`config.mk`:
```
export PLATFORM = sky130hd
export DESIGN_NAME = fgen_burst_wf
export DESIGN_NICKNAME = d
export VERILOG_FILES = /design/src/rtl/fgen_burst_wf_pkg.sv /design/src/rtl/fgen_phase_acc.sv /design/src/rtl/fgen_burst_wf.sv
export SDC_FILE = /design/constraint.sdc
export NUM_CORES = 1
export LEC_CHECK = 0
export ABC_AREA = 1
export BUFFER_PORTS_ARGS = -buffer_cell sky130_fd_sc_hd__buf_4
export CAP_MARGIN = 40
export CORE_MARGIN = 2
export CORE_UTILIZATION = 54
export DETAILED_ROUTE_END_ITERATION = 8
export GPL_TIMING_DRIVEN = 0
export PLACE_DENSITY = 0.84
export SETUP_SLACK_MARGIN = 0.2
export SLEW_MARGIN = 20
export SYNTH_ARGS = -nofsm -noshare
export SYNTH_HDL_FRONTEND = slang
export SYNTH_SLANG_ARGS = --single-unit
```
`constraint.sdc`:
```
create_clock -name clk -period 2.5 [get_ports clk]
set_input_delay 0.375 -clock clk [delete_from_list [all_inputs] [get_ports clk]]
set_output_delay 0.375 -clock clk [all_outputs]
set_load 0.01 [all_outputs]
```
`src/rtl/fgen_burst_wf_pkg.sv`:
```
// rtl/fgen_burst_wf_pkg.sv - shared widths, state encoding and frequency-to-F helpers for fgen_burst_wf
package fgen_burst_wf_pkg;

  localparam int FGEN_M_ACC = 32;
  localparam int FGEN_M_F   = 32;
  localparam int FGEN_M_N   = 16;

  localparam longint unsigned FGEN_FCLK_HZ = 64'd100_000_000;

  typedef enum logic {
    S_IDLE = 1'b0,
    S_RUN  = 1'b1
  } fgen_state_e;

  // F = Fout * 2^m_acc / Fclk, truncated; valid for fout_hz < 2^32 and m_acc <= 32
  function automatic logic [63:0] fgen_freq_to_f(input logic [63:0] fout_hz, input int m_acc);
    return (fout_hz << m_acc) / FGEN_FCLK_HZ;
  endfunction

endpackage

`ifndef FGEN_CONST_FCLK_HZ
`define FGEN_CONST_FCLK_HZ 100_000_000
`endif

`ifndef FGEN_FREQ_TO_F
`define FGEN_FREQ_TO_F(fout_hz, m_acc) fgen_burst_wf_pkg::fgen_freq_to_f(64'(fout_hz), m_acc)
`endif

```
`src/rtl/fgen_phase_acc.sv`:
```
// rtl/fgen_phase_acc.sv - phase accumulator with carry out, clock enable, sync clear and registered MSB
module fgen_phase_acc #(
  parameter int W = 32
) (
  input  logic         clk,
  input  logic         rst_n,
  input  logic         clr_i,
  input  logic         en_i,
  input  logic [W-1:0] inc_i,
  output logic         carry_o,
  output logic         msb_o
);

  logic [W-1:0] acc_q, acc_d;
  logic [W:0]   sum;
  logic         msb_q;

  assign sum     = {1'b0, acc_q} + {1'b0, inc_i};
  // Carry is not gated by clr_i: the owner decides precedence and uses carry to build clr_i.
  assign carry_o = en_i & sum[W];
  assign msb_o   = msb_q;

  always_comb begin
    acc_d = acc_q;
    if (clr_i)     acc_d = '0;
    else if (en_i) acc_d = sum[W-1:0];
  end

  always_ff @(posedge clk or negedge rst_n) begin
    if (!rst_n) begin
      acc_q <= '0;
      msb_q <= 1'b0;
    end else begin
      acc_q <= acc_d;
      msb_q <= acc_d[W-1];
    end
  end

endmodule

```
`src/rtl/fgen_burst_wf.sv`:
```
// rtl/fgen_burst_wf.sv - burst/continuous square-wave generator; optional FGEN_SYNC_LOAD_EN adds period-aligned F reload
module fgen_burst_wf
  import fgen_burst_wf_pkg::*;
#(
  parameter int M_ACC = FGEN_M_ACC,
  parameter int M_F   = FGEN_M_F,
  parameter int M_N   = FGEN_M_N
) (
  input  logic           clk,
  input  logic           rst_n,
  input  logic           ce_i,
  input  logic           st_i,
  input  logic           stp_i,
  input  logic [M_F-1:0] f_i,
  input  logic [M_N-1:0] n_i,
`ifdef FGEN_SYNC_LOAD_EN
  input  logic           ld_i,
  output logic           ld_ack_o,
`endif
  output logic           ux_o,
  output logic           busy_o,
  output logic           done_o,
  output logic [M_N-1:0] cnt_o
);

  fgen_state_e    state_q;
  logic [M_F-1:0] f_r_q;
  logic [M_N-1:0] n_r_q;
  logic [M_N-1:0] cnt_q;
  logic [M_N-1:0] cnt_inc;
  logic           busy_q, done_q;
  logic           start, carry, finish, acc_clr, acc_en;

  // A start with F==0 would never produce a carry, so it is ignored in either state.
  assign start   = st_i && (f_i != '0);
  assign acc_en  = (state_q == S_RUN) && ce_i;
  assign cnt_inc = cnt_q + M_N'(1);
  assign finish  = (state_q == S_RUN) && carry && (n_r_q != '0) && (cnt_inc == n_r_q)
                   && !stp_i && !start;
  assign acc_clr = stp_i || start || finish;

  fgen_phase_acc #(.W(M_ACC)) u_acc (
    .clk     (clk),
    .rst_n   (rst_n),
    .clr_i   (acc_clr),
    .en_i    (acc_en),
    .inc_i   (M_ACC'(f_r_q)),
    .carry_o (carry),
    .msb_o   (ux_o)
  );

`ifdef FGEN_SYNC_LOAD_EN
  logic [M_F-1:0] f_nxt_q;
  logic           pend_q, ld_ack_q;
  assign ld_ack_o = ld_ack_q;
`endif

  always_ff @(posedge clk or negedge rst_n) begin
    if (!rst_n) begin
      state_q <= S_IDLE;
      f_r_q   <= '0;
      n_r_q   <= '0;
      cnt_q   <= '0;
      busy_q  <= 1'b0;
      done_q  <= 1'b0;
`ifdef FGEN_SYNC_LOAD_EN
      f_nxt_q  <= '0;
      pend_q   <= 1'b0;
      ld_ack_q <= 1'b0;
`endif
    end else begin
      done_q <= 1'b0;
      if (stp_i) begin
        state_q <= S_IDLE;
        busy_q  <= 1'b0;
      end else if (start) begin
        f_r_q   <= f_i;
        n_r_q   <= n_i;
        cnt_q   <= '0;
        state_q <= S_RUN;
        busy_q  <= 1'b1;
      end else if (finish) begin
        state_q <= S_IDLE;
        busy_q  <= 1'b0;
        done_q  <= 1'b1;
        cnt_q   <= n_r_q;
      end else if (carry && !((n_r_q == '0) && (&cnt_q))) begin
        cnt_q <= cnt_inc;
      end
`ifdef FGEN_SYNC_LOAD_EN
      ld_ack_q <= 1'b0;
      if (stp_i || start) begin
        pend_q <= 1'b0;
      end else if (state_q == S_IDLE) begin
        if (ld_i) begin
          f_r_q    <= f_i;
          ld_ack_q <= 1'b1;
        end
      end else begin
        // Swap at the carry edge so the new increment starts a fresh period without a phase reset.
        if (carry && pend_q) begin
          f_r_q    <= f_nxt_q;
          pend_q   <= 1'b0;
          ld_ack_q <= 1'b1;
        end
        if (ld_i) begin
          f_nxt_q <= f_i;
          pend_q  <= 1'b1;
        end
      end
`endif
    end
  end

  assign busy_o = busy_q;
  assign done_o = done_q;
  assign cnt_o  = cnt_q;

endmodule

```
==> results of run 1 <==
[cells in the final DEF (no fill, tap or decap), drive strengths merged, types with 3 or more instances in the layout]
cell type  count
nand2        352
dfrtp         98
ha            33
nand4         19
a21oi         63
xnor2         11
clkbuf        28
a21o           3
nor3           6
nand3b         4
xor2          18
nor4          11
nor2          93
o21ai         24
o211ai         4
buf          106
o21bai         3
nand3         95
clkinv         4
inv           82
[per-layer routing]
layer / wire length, microns / share of wire [%] / track usage (%) / vias up
li1: - / - / - / 3333
met1: 8400 / 43 / 40.3 / 3134
met2: 9070 / 47 / 46.9 / 257
met3: 1390 / 7.1 / 5.96 / 41
met4: 534 / 2.8 / 12.5 / 0
met5: 0 / 0 / 0 / -
[worst register-to-register path: cells and delay by family, from the launching register on]
kind,cells,cell delay (ns)
AND/OR/NAND/NOR,10,0.81
adder cells (fa/ha/maj),2,0.55
AO/OA/AOI/OAI,2,0.38
flip-flops,1,0.36
buffers and inverters,3,0.29
[power by group through the flow]
| stage | clock, mW | combinational, mW | sequential (mW) |
|---|---|---|---|
| 6_report | 1.32 | 0.939 | 1.82 |
| 5_1_grt | 1.40 | 1.04 | 1.83 |
| 4_1_cts | 1.34 | 0.864 | 1.81 |
| 3_5_place_dp | 0 | 0.816 | 1.84 |
| 3_3_place_gp | 0 | 0.789 | 1.84 |
| 2_1_floorplan | 0 | 0.533 | 1.82 |
[registers in the layout, summed over array words and instances (netlist names)]
name	flops
f_r_q	32
u_acc.acc_q	31
cnt_o	16
n_r_q	16
busy_o	1
done_o	1
u_acc.msb_o	1
[through the flow]
stage               setup slack (ns)  TNS [ns]
finish                       -0.0190   -0.0867
global placement              -0.522    -23.64
floorplan                      0.210         0
global route                  -0.131     -4.03
CTS                           0.0110         0
detailed placement            -0.589    -28.07
[cell usage after synthesis, drive strengths merged (8+ instances only)]
cell type	n	area share [%]
dfrtp	98	37
nor4	11	1.0
o21ai	24	1.8
inv	82	4.6
nand3	95	7.4
nand4	19	1.8
a21oi	63	4.8
clkbuf	16	0.91
ha	33	6.2
xnor2	11	1.5
xor2	18	2.4
nor2	93	5.8
nand2	352	20
buf	8	0.93
[how the worst max path moves through the flow]
stage,end,slack (ns)
after floorplan,u_acc.acc_q[23],0.21
after global placement,n_r_q[7],-0.52
after detailed placement,n_r_q[7],-0.59
after CTS,cnt_o[11],0.01
after global routing,u_acc.acc_q[5],-0.13
final,u_acc.acc_q[5],-0.02
[logic make-up after synthesis]
group / share of synthesized area, %
AOI/OAI and AO/OA: 8.48
xor gates and xnor gates: 4.17
adders and majority gates: 6.53
buffers and inverters: 6.53
DFF: 37.0
and+or+nand+nor: 37.3
[repair_timing]
item | CTS | global route
endpoints found under the hold margin | 43 | 0
endpoints found under the setup margin | 98 | 98
resized for setup | 57 | 72
pin swaps | 17 | 19
hold buffers | 1 | 0
setup buffers | 13 | 11
gates cloned | 2 | 1
[area by class of cell]
class | count | area (sq um)
buffer | 24 | 168
clock buffer | 11 | 243
clock inverter | 5 | 30.0
fill | 977 | 3640
inverter | 83 | 312
multi-input combinational | 750 | 4140
sequential | 98 | 2460
tap | 147 | 184
timing repair buffer | 100 | 845
==> results.md, run 1 <==
- Total track usage: 29.7%
- Status: complete, but fails checks
- Fin crit share: 101%
- Net Sw Frac: 31.9%
- Rows: 40
- Comb power frac: 23.0%
- Req. time, crit path: 2.75 ns
- Cts bufs inserted: 9
- Leakage: 4.36 nW
- Worst hold path class: in2reg
- Routed vias: 6,765
- Crit-path slowest cell: dfrtp_1
- VDD IR-drop max: 0.423 mV
- Sw Pwr: 1.30 mW
- Root buf cell: clkbuf_16
- Clock Tree Buf Depth: 2
- Commonest register cell after synthesis: dfrtp_1
- Stages on worst setup path: 17
- Cell family with most CP delay: simple AND/OR/NAND/NOR gates
- Hold Path Stages: 3
- Post-DP HPWL: 13,800 microns
- CP endpoint kind: flop
- Endpoint, Worst Hold: n_r_q[0]
- RSZ-0062 raised after global routing: yes
- First drt pass iteration count: 6
- Placed Area: 7390 sq um
- Clock sinks: 98
- Critical path class: reg2reg
- Power Density: 487 nW/um^2
- Worst r2r src: f_r_q[0]
- First-pass GRT wire length: 30,700 microns
- Fmax achieved: 397 MHz
- Hold Violations, Final: 0
- Area of the die: 13,200 sq um
- Worst hold slack: 0.244 ns
- Arrival @ worst endpoint: 2.77 ns
- Failing checks: setup timing
- Io pins: 72
- Gpl congestion: 1.00
- Max-slew violations: 0
- Initial antenna violation count: 0
- Layout cells sized above 1: 21.8%
- Final WL: 19,400 microns
- Grt ovf: 0
- Yosys Warn Count: 0
- Core footprint: 12,000 sq um
- FF-to-FF End: u_acc.acc_q[5]
- CTS tree: built
- DR DRC count: 0
- Post-Syn Area per Cell: 6.94 sq um
- Register area share after synthesis: 37.0%
- Clk slew on worst S/H paths: 0.07 ns
- Worst R2R Setup Slack: -0.02 ns
- Initial Util: 55.2%
- Worst Skew: 0.0110 ns
- Setup WS post-layout: -0.0190 ns
- Gate count after technology mapping: 955
- Antenna diodes: 0
- CTS H-tree depth: 3
- Number of synthesized flops with an enable pin: 0
- Final cell count without fillers: 1,218
- CP max stage delay: 0.36 ns
- Die Span Y: 115 microns
- Seq cells post-synth: 98
- Area Growth Syn to Fin: 26.4%
- Worst skew pair latency: 0.36 ns
- Vias in the first global route: 6,321
- Async SR Flop Fraction: 100%
- P_int: 2.78 mW
- HP Start: n_i[0]
- Clock share of power: 32.4%
- Fin util: 69.7%
- Post-synth design cell area: 6630 sq um
- Tot Pwr: 4.08 mW
- Nets: 1,153
- Final ANT Viol Nets: 0
- Slew at the pin with the worst max-slew slack: 0.720 ns
- CP bufs+invs: 3
- Min Clock Period, post-route: 2.52 ns
- Beginning of the critical path: f_r_q[0]
- Via-to-Cell Ratio: 5.55
- Setup Viol. Count Final: 9
- Startpoint types: flop
- Design Area, Final: 8370 sq um
- Sequential Power Share: 44.6%
- # Max-Cap Violations: 0
- CP Cell Sequence: ha_2 > inv_2 > fa_2 > o21ai_4 > nand2_2 > nand2_2 > nand2_2 > nand2_4 > nand2_4 > a21oi_4 > nand3_4 > nand3_4 > nor2_4 > buf_6 > buf_8 > nand2_2 > nand2_1
- Syn_nets: 1,042
- Most frequent CP cell: nand2_2
- Die extent in x: 115 microns
- Max-slew headroom: 52.0%
- Post-synth cell types: 38
- DP Cell Count: 1,174
- Largest fanout on the critical path: 6
- Worst reg-to-reg path cell count: 17
- DR iter-0 viols: 543
- Largest net degree at the start of global routing: 56
- Routed len/inst: 15.9 microns
- I/O Buffers: 71
(Power assumes the default switching activity.)
==> inputs of run 2 (changes only) <==
PLACE_DENSITY = 0.8   (was 0.84)
SLEW_MARGIN = 0   (was 20)
==> run 2 against run 1 <==
  * Worst hold slack worse by 0.26 ns
  * Largest power group unchanged
  * Count of clock-buffer cells in the layout is the same
  * Critical path depth did not move
  * The run ends with hold timing, setup timing left
  * Clock skew rose by 0.0037 ns
  * Fmax down 0.99%
  * Die area is the same
  * Via count is 0.56% higher
  * Register-to-register slack lost 0.03 ns
  * Utilization fell by 0.77 points
  * Sequential cell count unchanged
  * Wire length is 2.3% lower
  * Non-clock buffer count is 1 higher
==> results.md, run 2 (same netlist as run 1, synthesis figures left out) <==
- Req. time, crit path: 2.74 ns (about the same)
- Fmax achieved: 393 MHz (-0.99%)
- Status: complete, but fails checks
- Worst hold slack: -0.0145 ns (-0.258 ns)
- Net Sw Frac: 31.2% (-0.70 points)
- Crit-path slowest cell: dfrtp_1
- Routed vias: 6,803 (+0.56%)
- Max FFs per register: 32 (unchanged)
- Final cell count without fillers: 1,219 (+0.082%)
- First drt pass iteration count: 5 (-1)
- Die Span Y: 115 microns (unchanged)
- DR DRC count: 0 (unchanged)
- Arrival @ worst endpoint: 2.79 ns (+0.02 ns)
- Routed len/inst: 15.5 microns (-2.4%)
- # Max-Cap Violations: 0 (unchanged)
- Nets: 1,154 (+0.087%)
- P_int: 2.88 mW (+3.7%)
- Die extent in x: 115 microns (unchanged)
- RSZ-0062 raised after global routing: yes
- Worst R2R Setup Slack: -0.04 ns (-0.03 ns)
- GRT Max-Usage Layer: met2
- Antenna diodes: 0 (unchanged)
- Core footprint: 12,000 sq um (unchanged)
- Clock sinks: 98 (unchanged)
- DP Cell Count: 1,174 (unchanged)
- Multi-input gate area: 4030 sq um (-2.5%)
- CP endpoint kind: flop
- CP endpoint: u_acc.acc_q[27]
- First-pass GRT wire length: 30,900 microns (+0.54%)
- Sequential Power Share: 43.3% (-1.3 points)
- Grt ovf: 0 (unchanged)
- CTS tree: built
- Sw Pwr: 1.31 mW (+0.43%)
- Worst Skew: 0.0147 ns (+0.00373 ns)
- Final WL: 18,900 microns (-2.3%)
- Clk slew on worst S/H paths: 0.07 ns (about the same)
- Vias in the first global route: 6,393 (+1.1%)
- Rows: 40 (unchanged)
- Hold buffers post-CTS: 0 (-1)
- Beginning of the critical path: u_acc.acc_q[0]
- Sequential Area: 2460 sq um (-0.10%)
- Max-slew violations: 0 (unchanged)
- VDD IR-drop max: 0.515 mV (+22%)
- Worst r2r src: u_acc.acc_q[0]
- Fillers: 1,034 (+5.8%)
- Root buf cell: clkbuf_16
- Gpl congestion: 1.03 (+2.6%)
- Initial antenna violation count: 0 (unchanged)
- Global Route met3 Usage: 6.59% (+0.63 points)
- Worst reg-to-reg path cell count: 17 (unchanged)
- Commonest non-fill, non-tap cell in the layout: nand2_1
- Worst hold path class: in2async
- Startpoint types: flop
- Area Growth Syn to Fin: 25.0%
- Place WS: -0.605 ns (-0.0160 ns)
- I/O Buffers: 71 (unchanged)
- Clock share of power: 34.9% (+2.5 points)
- Initial Util: 55.2% (unchanged)
- Setup WS post-layout: -0.0443 ns (-0.0253 ns)
- Final ANT Viol Nets: 0 (unchanged)
- Total track usage: 30.0% (+0.24 points)
- Leakage: 4.37 nW (+0.32%)
- CTS H-tree depth: 3 (unchanged)
- Post-DP HPWL: 13,700 microns (-0.46%)
- Most frequent cells in the layout: 311 x nand2_1, 95 x dfrtp_1, 93 x buf_4, 91 x nand3_1, 81 x nor2_1
- Fin crit share: 102% (+1.0 points)
- Most frequent CP cell: nand2_2
- DR iter-0 viols: 660 (+22%)
- GRT met2 Usage: 47.9% (+0.95 points)
- Clock Tree Buf Depth: 2 (unchanged)
- Slew at the pin with the worst max-slew slack: 0.662 ns (-0.0582 ns)
- Top reg by flops: f_r_q
- Max-slew headroom: 55.9% (+3.9 points)
- Largest fanout on the critical path: 6 (unchanged)
- Min Clock Period, post-route: 2.54 ns (+0.0253 ns)
- Comb power frac: 21.9% (-1.1 points)
- Worst skew pair latency: 0.36 ns (about the same)
- Hold Violations, Final: 22 (+22)
- Layout cells sized above 1: 19.8% (-2.1 points)
- Area of the die: 13,200 sq um (unchanged)
- Setup Viol. Count Final: 24 (+15)
- Io pins: 72 (unchanged)
- Via-to-Cell Ratio: 5.58 (+0.48%)
- CP Cell Sequence: ha_2 > inv_2 > fa_2 > o21ai_4 > nand2_2 > nand2_2 > nand2_2 > nand2_4 > nand2_4 > a21oi_4 > nand3_4 > nand3_4 > nor2_4 > buf_8 > buf_8 > nand2_1 > nand2_1
- Cts bufs inserted: 9 (unchanged)
- Power Density: 506 nW/um^2 (+3.8%)
- Failing checks: hold timing, setup timing
- FF-to-FF End: u_acc.acc_q[27]
- CP max stage delay: 0.38 ns (+0.02 ns)
- Fin Setup TNS: -0.400 ns (-0.314 ns)
- Largest net degree at the start of global routing: 61 (+8.9%)
- Critical path class: reg2reg
- M1 GR Usage: 40.7% (+0.43 points)
- Leading registers by flop count: f_r_q (32), u_acc.acc_q (31)
run 2: power groups by stage:
stage	clock network [mW]	registers, mW	logic, mW
floorplan	0	1.82	0.533
global placement	0	1.84	0.794
detailed placement	0	1.84	0.816
CTS	1.47	1.81	0.873
global route	1.55	1.83	1.03
finish	1.46	1.81	0.916
run 2: repair_timing:
action	CTS	global route
pin swaps	13	19
gates cloned	1	1
buffers inserted	20	7
endpoints found under the hold margin	0	0
resized for setup	53	49
endpoints found under the setup margin	97	98
run 2: layer usage:
| layer | routed length (microns) | share of wire (%) | vias up |
|---|---|---|---|
| met1 | 8420 | 44 | 3176 |
| met4 | 527 | 2.8 | 0 |
| li1 | - | - | 3336 |
| met5 | 0 | 0 | - |
| met2 | 8640 | 46 | 247 |
| met3 | 1360 | 7.2 | 44 |
run 2: area by class of cell:
type	instances	area share, %
Buffer	24	1.90
Clock buffer	11	2.93
Clock inverter	5	0.725
Inverter	83	3.76
Multi-Input combinational cell	750	48.7
Sequential cell	98	29.7
Tap cell	147	2.22
Timing Repair Buffer	101	10.1
run 2: worst min-delay path by stage:
stage                            to  cells past startpoint             from
floorplan                    busy_o                      0            rst_n
global placement    u_acc.acc_q[10]                      2  u_acc.acc_q[10]
detailed placement   u_acc.acc_q[3]                      1            rst_n
CTS                  u_acc.acc_q[3]                      1            rst_n
global route         u_acc.acc_q[3]                      1            rst_n
finish               u_acc.acc_q[3]                      1            rst_n
run 2: metrics by stage:
stage | util [%] | power (mW) | cell area (sq um) | hold slack, ns
6_report | 68.9 | 4.19 | 8280 | -0.0145
5_1_grt | 68.9 | 4.41 | 8280 | 0.0205
4_1_cts | 67.1 | 4.15 | 8060 | 0.00171
3_5_place_dp | 61.5 | 2.66 | 7390 | 0.387
3_3_place_gp | 61.3 | 2.64 | 7360 | 0.459
2_1_floorplan | - | 2.35 | 6640 | 0.0794
run 2: worst max-delay path, delay by kind of cell (launching register included):
kind                     cells  cell delay [ns]
AND/OR/NAND/NOR             10             0.76
AO/OA/AOI/OAI                2             0.39
adder cells (fa/ha/maj)      2             0.57
buffers and inverters        3             0.32
flip-flops                   1             0.38
